$ cat config.mk
export PLATFORM = sky130hd
export DESIGN_NAME = varint_unzigzag_decoder
export DESIGN_NICKNAME = d
export VERILOG_FILES = /design/src/rtl/pb_pkg.sv /design/src/rtl/unzigzag.sv /design/src/rtl/varint_unzigzag_decoder.sv
export SDC_FILE = /design/constraint.sdc
export NUM_CORES = 1
export LEC_CHECK = 0
export ABC_AREA = 0
export CORE_MARGIN = 2
export CORE_UTILIZATION = 33
export DETAILED_ROUTE_END_ITERATION = 12
export GPL_ROUTABILITY_DRIVEN = 0
export GPL_TIMING_DRIVEN = 0
export PLACE_DENSITY_LB_ADDON = 0.3
export SLEW_MARGIN = 20
export SYNTH_ARGS = -nofsm -noshare
export SYNTH_HDL_FRONTEND = slang
export SYNTH_HIERARCHICAL = 1
export SYNTH_SLANG_ARGS = --single-unit
$ cat constraint.sdc
create_clock -name clk -period 4.68 [get_ports clk]
set_clock_uncertainty 0.1 [all_clocks]
set_input_delay 0.468 -clock clk [delete_from_list [all_inputs] [get_ports clk]]
set_output_delay 0.468 -clock clk [all_outputs]
set_load 0.02 [all_outputs]
$ cat src/rtl/pb_pkg.sv
// Shared protobuf wire-format types for the varint receive path.
// Holds the varint length limit, decoder state encoding and word type.
package pb_pkg;

    localparam int MAX_VARINT_BYTES = 10;

    typedef enum logic {
        ACCUM,
        DONE
    } varint_state_t;

    typedef logic [63:0] pb_word_t;

endpackage

$ cat src/rtl/unzigzag.sv
// Combinational zigzag decode with optional 32-bit truncation.
// With en low the value passes through, still truncated for 32-bit fields.
module unzigzag
    import pb_pkg::*;
(
    input  pb_word_t in_val,
    input  logic     is_32,
    input  logic     en,
    output pb_word_t out_val
);

    logic [31:0] lo;

    assign lo = in_val[31:0];

    always_comb begin
        out_val = '0;
        if (is_32) begin
            if (en) begin
                out_val[31:0] = (lo >> 1) ^ {32{lo[0]}};
            end else begin
                out_val[31:0] = lo;
            end
        end else begin
            if (en) begin
                out_val = (in_val >> 1) ^ {64{in_val[0]}};
            end else begin
                out_val = in_val;
            end
        end
    end

endmodule

$ cat src/rtl/varint_unzigzag_decoder.sv
// Byte-serial protobuf varint decoder with optional zigzag decode.
// Define VARINT_LEN_EN to expose the consumed byte count on out_len.
module varint_unzigzag_decoder
    import pb_pkg::*;
#(
    parameter int MAX_BYTES = MAX_VARINT_BYTES
) (
    input  logic       clk,
    input  logic       rst,
    input  logic       in_valid,
    output logic       in_ready,
    input  logic [7:0] in_byte,
    input  logic       zz_en,
    input  logic       is_32,
    output logic       out_valid,
    input  logic       out_ready,
    output pb_word_t   out_val,
    output logic       out_err
`ifdef VARINT_LEN_EN
    ,
    output logic [3:0] out_len
`endif
);

    varint_state_t state;
    pb_word_t      acc;
    logic [3:0]    idx;
    logic          zz_q;
    logic          is32_q;

    logic          take;
    logic          first;
    logic          zz_cur;
    logic          is32_cur;
    logic [6:0]    shamt;
    pb_word_t      shifted;
    pb_word_t      acc_next;
    logic          last;
    logic          overlong;
    pb_word_t      dec_val;

    assign take  = in_valid && in_ready;
    assign first = (idx == 4'd0);

    // Field flags are taken live on the first byte, latched afterwards.
    assign zz_cur   = first ? zz_en : zz_q;
    assign is32_cur = first ? is_32 : is32_q;

    // Payload bits shifted past bit 63 fall off, so byte 10 adds only bit 0.
    assign shamt    = 7'(idx) * 7'd7;
    assign shifted  = {57'd0, in_byte[6:0]} << shamt;
    assign acc_next = acc | shifted;

    assign last     = !in_byte[7];
    assign overlong = in_byte[7] && (idx == 4'(MAX_BYTES - 1));

    unzigzag u_unzigzag (
        .in_val  (acc_next),
        .is_32   (is32_cur),
        .en      (zz_cur),
        .out_val (dec_val)
    );

`ifdef VARINT_LEN_EN
    logic [3:0] len_q;
    assign out_len = len_q;
`endif

    always_ff @(posedge clk or posedge rst) begin
        if (rst) begin
            state     <= ACCUM;
            acc       <= '0;
            idx       <= '0;
            zz_q      <= 1'b0;
            is32_q    <= 1'b0;
            in_ready  <= 1'b1;
            out_valid <= 1'b0;
            out_val   <= '0;
            out_err   <= 1'b0;
`ifdef VARINT_LEN_EN
            len_q     <= '0;
`endif
        end else begin
            unique case (state)
                ACCUM: begin
                    if (take) begin
                        acc <= acc_next;
                        if (first) begin
                            zz_q   <= zz_en;
                            is32_q <= is_32;
                        end
                        if (last || overlong) begin
                            state     <= DONE;
                            in_ready  <= 1'b0;
                            out_valid <= 1'b1;
                            out_val   <= overlong ? '0 : dec_val;
                            out_err   <= overlong;
`ifdef VARINT_LEN_EN
                            len_q     <= idx + 4'd1;
`endif
                        end else begin
                            idx <= idx + 4'd1;
                        end
                    end
                end
                DONE: begin
                    if (out_ready) begin
                        state     <= ACCUM;
                        in_ready  <= 1'b1;
                        out_valid <= 1'b0;
                        acc       <= '0;
                        idx       <= '0;
                    end
                end
                default: begin
                    state <= ACCUM;
                end
            endcase
        end
    end

endmodule

==> reports/metrics.cfg <==
[outcome]
status=complete, no violations

[synth]
seq_area_frac_synth_pct=45.3
synth_edf_count=0
netlist_top_cells_count=dfrtp_1, nor2_1, a21oi_1, a21o_1, nand3_1
ys_warn_count=6
async_flop_share_pct=100
synth-seq-cells=138
ys_types=44
synth_most_common_cell=dfrtp_1
synth_top_area_share_pct=45.0
synthTopCellsByArea=dfrtp_1, xnor2_1, a21o_1
syn-num-nets=811
ys.flop_type=dfrtp_1
postSynthAreaPerCell_um2=9.60
synth_area_um2=7620
synth_cells=794
synth_top_area_cell=dfrtp_1

[power_and_ir_drop]
combPwrFrac_pct=53.5
p_per_area_nw_per_um2=723
p_leak_nw=4.65
p_total_mw=6.75
p_int_mw=4.00
sw_frac_of_total_pct=40.7
power_frac_seq_pct=26.6
clkPwrFrac_pct=19.9
ir_drop_v=0.000316
p_sw_mw=2.75

[routing]
drtAntennaViolNets=0
drt_iter0_markers=428
wirelength_mm=21.5
num_vias=6139
detail_route.drc_violations=0
wl_met2_mm=9.66
avgViaCountPerCell=5.18
highest_layer=met4
dr_wl_met3_mm=1.15
firstDrtPassIters=5
wl_per_cell_um=18.1
wl_met1_mm=10.3

[die]
chipWidth_um=156
rows=55
coreArea_um2=22600
die_height_um=156
fp.dieArea_um2=24300
start_util_pct=33.7
boundaryPins=81

[clocking]
clock-sinks=138
cts_buffer_depth=2
clockRootBuffer=clkbuf_16
clk_latency_ps=420
cts.clk_slew.worst_paths_ps=60
cts.hold.buffers_added=0
cts_made_buffers=17
h-tree-depth=4
cts.repair.resized=0
post_cts_buffers=0
cts_tree=yes

[grt]
grt_pass1_vias=6162
grt_max_degree=88
grt_pass1_wl_mm=34.2
track_usage_pct=18.3
grt-ovfl-total=0
antenna_found_initial=0

[job]
cap_violations=0

[setup_path]
required_ps=4950
path_cells=buf_2 -> inv_1 -> ha_1 -> nor3b_1 -> mux2_2 -> buf_2 -> buf_2 -> buf_2 -> a211oi_2 -> nand3_1 -> a21bo_1
path_class=reg -> reg
slowest_delay_ps=470
worstSetupStartpointType=flip-flop
path_max_fanout=10
path_common_cell=buf_2
cp-end-kind=flip-flop
crit_arrival_ps=3530
crit_slowest_cell=dfrtp_1

[worst_hold_path]
hp-class=in -> async

[placement]
pre_cts_slack_ps=1510
port_buffers=74
hpwl_mm=14.1

[timing]
slew_headroom_pct=40.1
period_minus_slack_ps=3270
fmax_mhz=306
tightest_slew_ps=898
rsz0062_at_grt=false
layout_setup_ws_ps=1410
drv_slew=0
finalCritPeriodShare_pct=69.9
finalHoldViolCount=0
setup_viol=0

[cells_and_area]
drive_gt1_share_pct=13.2
final_net_count=905
area_growth_pct=22.5
n_antenna_cell=0

[worst paths after layout]
kind	end	cells past startpoint	slack (ps)	start
worst max register to register	out_val[62]	11	1410	idx[0]
min in group clk	out_valid	2	380	out_valid
worst min-delay path	out_val[39]	2	370	rst
max in group asynchronous	in_ready	3	3320	rst
worst max-delay path	out_val[62]	11	1410	idx[0]
worst min register to register	out_valid	2	380	out_valid
[flip-flops by register name, indices dropped and copies added, names as in the netlist]
name       count
acc           64
out_val       64
idx            4
in_ready       1
is32_q         1
out_err        1
out_valid      1
state          1
zz_q           1
[metal layers]
metal / global-route usage [%] / vias up
li1: - / 2935
met1: 25.8 / 3016
met2: 27.7 / 162
met3: 4.56 / 26
met4: 5.55 / 0
met5: 0 / -
[cell usage in the layout, fill, tap and decap left out, types with 4 or more instances in the layout]
cell	n
clkbuf_1	45
a21o_1	65
clkinvlp_4	5
nand3_1	65
clkdlybuf4s50_1	74
a211oi_1	30
a21bo_1	27
buf_2	32
nand2_1	8
mux2_2	4
a21oi_1	95
a21bo_2	37
buf_6	4
nor2_1	128
inv_1	7
dfrtp_1	137
clkbuf_16	17
xnor2_1	62
and4b_1	8
[cell families after synthesis]
group                      share of synthesized area, %
AOI/OAI and AO/OA                                  25.1
xor gates and xnor gates                           7.13
adders and majority gates                         0.493
buffers and inverters                              6.09
DFF                                                45.3
muxes                                             0.854
and+or+nand+nor                                    15.0
[metrics by stage]
step	TNS, ps	instance area (um2)	std cells	utilization, %	hold slack, ps
after floorplan	0	7620	794	-	364
after global placement	-235810	8720	1153	38.5	366
after detailed placement	0	8750	1154	38.7	366
after CTS	0	9330	1186	41.2	372
after global routing	0	9330	1186	41.2	393
final	0	9330	1186	41.2	365
[power groups by stage]
| stage | logic, mW | registers [mW] | clock network (mW) |
|---|---|---|---|
| global placement | 3.54 | 1.81 | 0 |
| floorplan | 2.24 | 2.08 | 0 |
| detailed placement | 3.58 | 1.82 | 0 |
| global route | 3.92 | 1.86 | 1.42 |
| finish | 3.61 | 1.80 | 1.34 |
| CTS | 3.60 | 1.80 | 1.37 |
[critical path: cells and delay by family (launching register included)]
family	cells	cell delay [ps]
compound gates	2	510
fa+ha+maj	1	130
buf+inv	5	1110
flops	1	470
mux	1	380
simple gates	2	490
[final cells by class]
| type | count | area (um2) |
|---|---|---|
| Clock buffer | 21 | 460 |
| Inverter | 8 | 37.5 |
| Buffer | 84 | 434 |
| Sequential cell | 138 | 3450 |
| Timing Repair Buffer | 75 | 768 |
| Tap cell | 285 | 357 |
| Multi-Input combinational cell | 564 | 3700 |
| Fill cell | 2241 | 13300 |
| Clock inverter | 11 | 121 |
Note: power is estimated with default switching activity, not from simulation.
